[src/rtl/pm_apb_sequencer.sv]
`timescale 1ns/1ps
`default_nettype none
// ============================================================================
// Module   : pm_apb_sequencer
// Purpose  : APB initiator for one process-monitor measurement. On a start
//            pulse it writes the reference counter, writes sensor control
//            with the run bit forced high, then polls sensor status until
//            the slave accepts a read (or the poll budget runs out).
// Ports    : pclk/presetn        - clock, asynchronous active-low reset
//            start               - single-cycle request, honoured in IDLE only
//            ref_count_in        - measurement window (reference clocks)
//            sensor_ctrl_in      - sensor selection field
//            busy/apb_enable     - sequence in progress
//            done/err/err_code   - completion pulse and held result code
//            status_out          - last accepted status word
//            psel..pwdata        - APB master request
//            prdata/pready/pslverr - APB slave response
// Revision : 1.0 - initial release
// ============================================================================
module pm_apb_sequencer #(
  parameter int                ADDR_W         = 5,
  parameter int                DATA_W         = 32,
  parameter int                CTRL_W         = 16,
  parameter logic [ADDR_W-1:0] SENS_CTRL_ADDR = 5'b00100,
  parameter logic [ADDR_W-1:0] REF_CNT_ADDR   = 5'b01000,
  parameter logic [ADDR_W-1:0] SENS_STAT_ADDR = 5'b01100,
  parameter int                RUN_BIT        = 10,
  parameter int                POLL_GAP       = 8,
  parameter int                MAX_POLLS      = 1024
) (
  input  logic              pclk,
  input  logic              presetn,
  input  logic              start,
  input  logic [DATA_W-1:0] ref_count_in,
  input  logic [CTRL_W-1:0] sensor_ctrl_in,
  output logic              busy,
  output logic              done,
  output logic              err,
  output logic [1:0]        err_code,
  output logic [DATA_W-1:0] status_out,
  output logic              apb_enable,
  output logic              psel,
  output logic              penable,
  output logic              pwrite,
  output logic [ADDR_W-1:0] paddr,
  output logic [DATA_W-1:0] pwdata,
  input  logic [DATA_W-1:0] prdata,
  input  logic              pready,
  input  logic              pslverr
);

  localparam int POLL_W = $clog2(MAX_POLLS + 1);
  localparam int GAP_W  = $clog2(POLL_GAP + 1);

  localparam logic [2:0] ST_IDLE   = 3'd0;
  localparam logic [2:0] ST_SETUP  = 3'd1;
  localparam logic [2:0] ST_ACCESS = 3'd2;
  localparam logic [2:0] ST_GAP    = 3'd3;
  localparam logic [2:0] ST_DONE   = 3'd4;

  localparam logic [1:0] STEP_REF  = 2'd0;
  localparam logic [1:0] STEP_CTRL = 2'd1;
  localparam logic [1:0] STEP_STAT = 2'd2;

  localparam logic [1:0] ERR_OK      = 2'b00;
  localparam logic [1:0] ERR_REF     = 2'b01;
  localparam logic [1:0] ERR_CTRL    = 2'b10;
  localparam logic [1:0] ERR_TIMEOUT = 2'b11;

  logic [2:0]        r_state;
  logic [1:0]        r_step;
  logic [POLL_W-1:0] r_poll_cnt;
  logic [GAP_W-1:0]  r_gap_cnt;
  logic [DATA_W-1:0] r_ref;
  logic [CTRL_W-1:0] r_ctrl;

  logic [2:0]        w_state_nxt;
  logic [1:0]        w_step_nxt;
  logic [POLL_W-1:0] w_poll_nxt;
  logic [POLL_W-1:0] w_poll_inc;
  logic [GAP_W-1:0]  w_gap_nxt;
  logic [DATA_W-1:0] w_ref_nxt;
  logic [CTRL_W-1:0] w_ctrl_nxt;
  logic [1:0]        w_err_code_nxt;
  logic [DATA_W-1:0] w_status_nxt;
  logic              w_xfer_done;

  logic              w_psel_nxt;
  logic              w_pwrite_nxt;
  logic [ADDR_W-1:0] w_paddr_nxt;
  logic [DATA_W-1:0] w_pwdata_nxt;
  logic [DATA_W-1:0] w_ctrl_word;

  // A transfer completes only in a real ACCESS phase with the slave ready.
  assign w_xfer_done = (r_state == ST_ACCESS) & psel & penable & pready;
  assign w_poll_inc  = r_poll_cnt + POLL_W'(1);

  always_comb begin
    w_state_nxt    = r_state;
    w_step_nxt     = r_step;
    w_poll_nxt     = r_poll_cnt;
    w_gap_nxt      = r_gap_cnt;
    w_ref_nxt      = r_ref;
    w_ctrl_nxt     = r_ctrl;
    w_err_code_nxt = err_code;
    w_status_nxt   = status_out;

    case (r_state)
      ST_IDLE: begin
        if (start) begin
          w_ref_nxt      = ref_count_in;
          w_ctrl_nxt     = sensor_ctrl_in;
          w_step_nxt     = STEP_REF;
          w_poll_nxt     = '0;
          w_err_code_nxt = ERR_OK;
          w_state_nxt    = ST_SETUP;
        end
      end

      ST_SETUP: w_state_nxt = ST_ACCESS;

      ST_ACCESS: begin
        if (w_xfer_done) begin
          case (r_step)
            STEP_REF: begin
              if (pslverr) begin
                w_err_code_nxt = ERR_REF;
                w_state_nxt    = ST_DONE;
              end else begin
                w_step_nxt  = STEP_CTRL;
                w_state_nxt = ST_SETUP;
              end
            end
            STEP_CTRL: begin
              if (pslverr) begin
                w_err_code_nxt = ERR_CTRL;
                w_state_nxt    = ST_DONE;
              end else begin
                w_step_nxt  = STEP_STAT;
                w_state_nxt = ST_SETUP;
              end
            end
            STEP_STAT: begin
              if (!pslverr) begin
                w_status_nxt   = prdata;
                w_err_code_nxt = ERR_OK;
                w_state_nxt    = ST_DONE;
              end else begin
                w_poll_nxt = w_poll_inc;
                if (w_poll_inc == POLL_W'(MAX_POLLS)) begin
                  w_err_code_nxt = ERR_TIMEOUT;
                  w_state_nxt    = ST_DONE;
                end else begin
                  // Loaded with N-1 so that GAP lasts exactly POLL_GAP cycles.
                  w_gap_nxt   = GAP_W'(POLL_GAP - 1);
                  w_state_nxt = ST_GAP;
                end
              end
            end
            default: w_state_nxt = ST_IDLE;
          endcase
        end
      end

      ST_GAP: begin
        if (r_gap_cnt == '0) begin
          w_state_nxt = ST_SETUP;
        end else begin
          w_gap_nxt = r_gap_cnt - GAP_W'(1);
        end
      end

      ST_DONE: w_state_nxt = ST_IDLE;

      default: w_state_nxt = ST_IDLE;
    endcase
  end

  // Control word: zero-extended selection field with the run bit forced on.
  always_comb begin
    w_ctrl_word               = '0;
    w_ctrl_word[CTRL_W-1:0]   = w_ctrl_nxt;
    w_ctrl_word[RUN_BIT]      = 1'b1;
  end

  // APB request is decoded from the next state so that every APB output
  // comes straight from a flop and lines up with the state it belongs to.
  always_comb begin
    w_psel_nxt   = (w_state_nxt == ST_SETUP) || (w_state_nxt == ST_ACCESS);
    w_pwrite_nxt = 1'b0;
    w_paddr_nxt  = '0;
    w_pwdata_nxt = '0;
    if (w_psel_nxt) begin
      case (w_step_nxt)
        STEP_REF: begin
          w_pwrite_nxt = 1'b1;
          w_paddr_nxt  = REF_CNT_ADDR;
          w_pwdata_nxt = w_ref_nxt;
        end
        STEP_CTRL: begin
          w_pwrite_nxt = 1'b1;
          w_paddr_nxt  = SENS_CTRL_ADDR;
          w_pwdata_nxt = w_ctrl_word;
        end
        default: begin
          w_paddr_nxt  = SENS_STAT_ADDR;
        end
      endcase
    end
  end

  always_ff @(posedge pclk or negedge presetn) begin
    if (!presetn) begin
      r_state    <= ST_IDLE;
      r_step     <= STEP_REF;
      r_poll_cnt <= '0;
      r_gap_cnt  <= '0;
      r_ref      <= '0;
      r_ctrl     <= '0;
      busy       <= 1'b0;
      done       <= 1'b0;
      err        <= 1'b0;
      err_code   <= ERR_OK;
      status_out <= '0;
      psel       <= 1'b0;
      penable    <= 1'b0;
      pwrite     <= 1'b0;
      paddr      <= '0;
      pwdata     <= '0;
    end else begin
      r_state    <= w_state_nxt;
      r_step     <= w_step_nxt;
      r_poll_cnt <= w_poll_nxt;
      r_gap_cnt  <= w_gap_nxt;
      r_ref      <= w_ref_nxt;
      r_ctrl     <= w_ctrl_nxt;
      busy       <= (w_state_nxt == ST_SETUP) || (w_state_nxt == ST_ACCESS) ||
                    (w_state_nxt == ST_GAP);
      done       <= (w_state_nxt == ST_DONE);
      err        <= (w_err_code_nxt != ERR_OK);
      err_code   <= w_err_code_nxt;
      status_out <= w_status_nxt;
      psel       <= w_psel_nxt;
      penable    <= (w_state_nxt == ST_ACCESS);
      pwrite     <= w_pwrite_nxt;
      paddr      <= w_paddr_nxt;
      pwdata     <= w_pwdata_nxt;
    end
  end

  assign apb_enable = busy;

endmodule
`default_nettype wire

[config.mk]
export PLATFORM = sky130hd
export DESIGN_NAME = pm_apb_sequencer
export DESIGN_NICKNAME = d
export VERILOG_FILES = /design/src/rtl/pm_apb_sequencer.sv
export SDC_FILE = /design/constraint.sdc
export NUM_CORES = 1
export LEC_CHECK = 0
export ABC_AREA = 1
export CAP_MARGIN = 20
export CORE_ASPECT_RATIO = 1.1
export CORE_UTILIZATION = 44
export DETAILED_ROUTE_END_ITERATION = 12
export PLACE_DENSITY = 0.73
export SYNTH_ARGS = -nofsm -noshare
export SYNTH_HDL_FRONTEND = slang
export SYNTH_SLANG_ARGS = --single-unit
[constraint.sdc]
create_clock -name pclk -period 2.05 [get_ports pclk]
set_input_delay 0.41 -clock pclk [delete_from_list [all_inputs] [get_ports pclk]]
set_output_delay 0.41 -clock pclk [all_outputs]
set_load 0.05 [all_outputs]
Yosys cells after proc, flatten, opt, wreduce, memory -nomap -nowiden
Index checks and enable logic that the tools add are counted.

Register bits: 145. Input bits: 85. Output and inout bits: 78. Word-level logic and storage cells: 98.

$add $sub $neg: 2. Equal/unequal tests: 17. Muxes and demuxes: 43. Bitwise operators: 4. Reduce and logical (&&, ||, !) cells: 15.

Operators by type and width (number): 32-bit 2-to-1 mux (3); 32-bit one-hot mux with 2 select lines (1); 11-bit 2-to-1 mux (4); 16-bit 2-to-1 mux (2); 4-bit 2-to-1 mux (6); 11-bit one-hot mux with 2 select lines (1); 2-bit 2-to-1 mux (10); 3-bit 2-to-1 mux (6); 4-bit one-hot mux with 2 select lines (2); 3-bit by 2-bit equality test with 1-bit output (second input constant) (4); 2-bit one-hot mux with 2 select lines (3); 3-bit one-hot mux with 4 select lines (1); 11-bit by 1-bit adder with 11-bit output (second input constant) (1); 11-bit equality test (second input constant) (1); 2-bit inequality test (second input constant) (5); 3-bit by 1-bit equality test with 1-bit output (second input constant) (2); 2-bit one-hot mux with 3 select lines (1); 3-bit one-hot mux with 2 select lines (1); 6-bit AND reduction (1); 2-bit nonzero test (3); 5-bit AND reduction (1); 2-bit by 1-bit equality test with 1-bit output (second input constant) (2); 2-bit zero test (2); 4-bit zero test (1); 12 further kinds (17).

Longest topological paths before layout
Depth after elaboration: 10. Mapped depth: 15. Gate-level depth less buffers: 14.

Least setup slack after synthesis
Ideal clock, no wire load.

Path kind: register -> register. Start: reg psel. End: reg pwdata[10]. Data arrival time: 2016 ps. Data required time: 1926 ps. Setup slack: -90 ps. Stages on the path, launching flop included: 13. Path buffers: 1. Period minus slack after synthesis: 2140 ps. Path through: dfrtp_1 nand3_1 nor2_4 inv_2 nor2_4 nand2_1 a21oi_1 nand2_1 nand3_1 inv_2 buf_2 a21oi_1 nor2_4.

Word-level cells in the longest chain between the ends: 8. Elaborated cells on any way between the ends: 14.

Ends and longest elaborated chain: start: declaration (line 42) `output logic psel,`; start signal: assignment (line 243) `psel <= w_psel_nxt;`; 1-bit bitwise AND (*) (3 in series) (line 95) `assign w_xfer_done = (r_state == ST_ACCESS) & psel & penable & pready;`; 2-bit 2-to-1 mux / 3-bit 2-to-1 mux (equally long branches) (line 123) `if (w_xfer_done) begin`; 2-bit one-hot mux with 2 select lines / 3-bit one-hot mux with 4 select lines (equally long branches) (line 108) `case (r_state)`; 2-bit by 1-bit equality test with 1-bit output, or another cell as far along (line 194) `case (w_step_nxt)`; 32-bit one-hot mux with 2 select lines / 1-bit logical OR (equally long branches) (line 194, 189); 32-bit 2-to-1 mux (*) (line 193) `if (w_psel_nxt) begin`; via w_pwdata_nxt[10] (line 91) `logic [DATA_W-1:0] w_pwdata_nxt;`; end signal: assignment (line 247) `pwdata <= w_pwdata_nxt;`; end: declaration (line 46) `output logic [DATA_W-1:0] pwdata,`.

The timed path passes the listed nets; every way through them passes the cells marked *. A chain may end at the register's enable or synchronous reset.

Final worst setup path
Start: reg r_state[0]. End: reg pwdata[14].

Word-level cells in the longest chain between the ends: 9. Elaborated cells on any way between the ends: 22.

Ends and longest elaborated chain: start: declaration (line 70) `logic [2:0] r_state;`; start signal: assignment (line 231) `r_state <= w_state_nxt;`; 3-bit by 2-bit equality test with 1-bit output (line 95, 108); 1-bit bitwise AND (3 in series) (line 95); 2-bit 2-to-1 mux / 3-bit 2-to-1 mux (equally long branches) (line 123); 2-bit one-hot mux with 2 select lines / 3-bit one-hot mux with 4 select lines (equally long branches) (line 108); 2-bit by 1-bit equality test with 1-bit output, or another cell as far along (line 194); 32-bit one-hot mux with 2 select lines / 1-bit logical OR (equally long branches) (line 194, 189); 32-bit 2-to-1 mux (*) (line 193); via w_pwdata_nxt[14] (line 91).

Marks and branches as above.

==> metrics.txt <==
outcome=finished with violations; failing checks=setup timing; Hold EP=r_ref[30]; Clock transition at path regs=0.06 ns; largest family of logic cells by synthesized area=simple AND/OR/NAND/NOR gates; path depth of the worst reg2reg path=15; Final Hold Vio Count=0; number of max-cap violations=0; fin util=67.5%; Worst Path Required=2.40 ns; Slew Viols, Final=0; DIE AREA=14600 um^2; synth top area cells=dfrtp_1, nand2_1, nor2_4; crit path time final=2.14 ns; Final Non-Filler Cells=1057; WHS=0.475 ns; worst-path cell chain=nor2_4, nand2_4, nor2_4, inv_2, nor2_4, nand2_2, a21oi_2, nand2_2, buf_6, nor2_4, clkbuf_16, nand2_1, nand2_1, inv_1, nor2_4; clk_lat worst skew=0.42 ns; #FFs+latches synth=141; initial antenna violation count=0; routability cong.=0.803; crit-path max FO=8; Worst Setup Start Kind=register; first-pass GRT wire length=23.7 mm; Clock Path Buffers=2; CP most frequent cell=nor2_4; Initial DRC Count=202; slowest cell on the critical path=dfrtp_1; core area=13800 um^2; Worst R2R Setup Slack=-0.09 ns; P_leak=4.53 nW; Overflow after GRT=0; Clock Skews=0.0114 ns; CTS tree=built; Final TNS setup=-1.60 ns; Mapped Area=6210 um^2; Yosys Warn Count=0; Area Overhead vs Synth=49.9%; sequential share of the synthesized area=56.8%; Power Density=1580 nW/um^2; R2R Path Start=r_state[0]; nets=944; Synth Instances=645; Via Count=5023; worst hold start=r_ref[30]; post-synthesis mux area share=5.80%; RSZ-0062 raised after global routing=true; share of layout cells above drive strength 1=26.1%; area share of fa/ha/maj cells after synthesis=0.403%; Synth top area share=56.8%; pin count of the biggest net entering global routing=55; antenna-violating nets left=0; fin worst setup slack=-0.0873 ns; dpl ws=-0.340 ns; # setup viols final=27; total I/O pin count=163; Die Y=127 um; reg2reg end=pwdata[14]; cts bufs inserted=17; Die Width=115 um; final critical-path share of the clock period=104%; fmax=468 MHz; delay of the slowest cell on the worst path=0.42 ns; Root Buffer=clkbuf_16; Least-Margin Pin Slew=0.536 ns; HP Class=reg -> reg; DRT Pass-1 Iters=6; DRT Wirelength=14.9 mm; post-synthesis xor/xnor area fraction=0.141%; DR vias/cell=4.75; max_slew headroom=64.2%; CP arrival=2.48 ns; n_diodes=0; DRC Markers=0; Initial Util=45.0%; CTS H-tree depth=4; Yosys cell types=34; Rows=45; IO buf count=158; syn_area_per_cell=9.63 um^2; Post-Place Cells=1009; Crit. End Element=register; DR WL/cell=14.1 um; DP Wirelength=9.90 mm; Post-Synth Simple-Gate Area=28.0%; Hold Path Cell Cnt=2; post-synthesis compound-gate area fraction=3.02%; Clock Sinks=141; CP Class=reg -> reg; GRT Resource Usage Total=20.8%; Max VDD drop=946 uV; post-synth top area cell=dfrtp_1; number of global-route vias before repair=5025
-- sequential cells by signal, summed over array words and instances (netlist names) --
register,count
apb_enable,1
done,1
err,1
err_code,2
paddr,2
penable,1
psel,1
pwdata,32
pwrite,1
r_ctrl,15
r_gap_cnt,4
r_poll_cnt,11
r_ref,32
r_state,3
r_step,2
status_out,32
-- where the power goes --
group	total, mW	internal [mW]	switching [mW]	leakage (nW)
clock network	3.19	1.99	1.19	0.294
registers	4.15	3.72	0.430	1.83
logic	7.41	3.01	4.40	2.40
-- routing by layer --
layer  part of all wire, %  GRT usage (%)  up-vias
li1                      -              -     2411
met1                    43           26.3     2425
met2                    50           35.1      168
met3                   5.5           5.30       19
met4                   1.3           5.81        0
met5                     0              0        -
-- cells by family after synthesis --
| kind of cell | Yosys count |
|---|---|
| other | 1 |
| AOI/OAI and AO/OA | 31 |
| DFF | 141 |
| muxes | 32 |
| buffers and inverters | 77 |
| adders and majority gates | 2 |
| and+or+nand+nor | 360 |
| xor gates and xnor gates | 1 |
-- layout by cell type (no fill, tap or decap), types with 2 or more instances in the layout --
cell type | netlist | routed
dfrtp_2 | 0 | 3
clkinvlp_4 | 0 | 3
clkinv_4 | 0 | 2
buf_6 | 0 | 3
buf_16 | 0 | 3
or2_2 | 2 | 2
mux2_2 | 32 | 32
nand2_2 | 6 | 22
inv_2 | 6 | 15
bufinv_16 | 0 | 3
clkbuf_16 | 0 | 20
inv_6 | 0 | 4
nand3_1 | 13 | 11
clkdlybuf4s50_1 | 0 | 152
nand2_4 | 1 | 6
nand4_1 | 3 | 3
conb_1 | 1 | 3
o21ai_0 | 13 | 13
dlymetal6s2s_1 | 0 | 2
clkbuf_8 | 0 | 2
nand3_4 | 2 | 3
nand2_1 | 266 | 245
dfrtp_1 | 141 | 138
buf_4 | 5 | 41
o22ai_1 | 5 | 5
nor2_1 | 22 | 16
a21oi_2 | 1 | 2
buf_12 | 3 | 8
dlygate4sd2_1 | 0 | 3
nor2_4 | 34 | 40
nor2_2 | 5 | 5
a21oi_1 | 8 | 7
nand3_2 | 3 | 4
inv_1 | 46 | 36
-- metrics by stage --
stage | area [um^2] | power, mW
floorplan | 6220 | 8.55
global placement | 8270 | 10.3
detailed placement | 8270 | 10.5
CTS | 9070 | 14.3
global route | 9320 | 15.6
finish | 9320 | 14.7
-- worst max-delay path: cells and delay by family, from the launching register on --
kind | cells | cell delay, ns
DFF | 1 | 0.42
and+or+nand+nor | 10 | 1.03
AOI/OAI and AO/OA | 1 | 0.15
buffers and inverters | 4 | 0.45
-- worst max-delay path by stage --
stage             startpoint         end  cells past startpoint
2_1_floorplan        penable  pwdata[10]                     12
3_3_place_gp          pready  pwdata[26]                     13
3_5_place_dp          pready  pwdata[18]                     13
4_1_cts        r_poll_cnt[1]  pwdata[17]                     16
5_1_grt           r_state[0]  pwdata[14]                     15
6_report          r_state[0]  pwdata[14]                     15
-- repair_timing --
action / CTS / global route
hold endpoints to repair: 51 / 0
setup buffers: 6 / 5
cloned: 2 / 3
pin swaps: 9 / 23
resized for setup: 15 / 50
hold buffers: 1 / 0
setup endpoints to repair: 37 / 44
-- Yosys cell counts (all sizes together) --
cell,number
nand2,274
dfrtp,141
nor2,61
inv,52
mux2,32
buf,18
nand3,18
o21ai,14
a21oi,9
clkbuf,7
o22ai,5
nand4,3
ha,2
or2,2
a22o,1
conb,1
nor3,1
nor3b,1
o211ai,1
o21a,1
xor2,1
-- cell type report --
type	count	area [um^2]
Fill cell	1009	4480
Sequential cell	141	3530
Multi-Input combinational cell	429	2490
Timing Repair Buffer	216	2240
Clock buffer	20	457
Tap cell	188	235
Inverter	52	199
Clock inverter	11	158
Power figures use the tool's default switching activity.
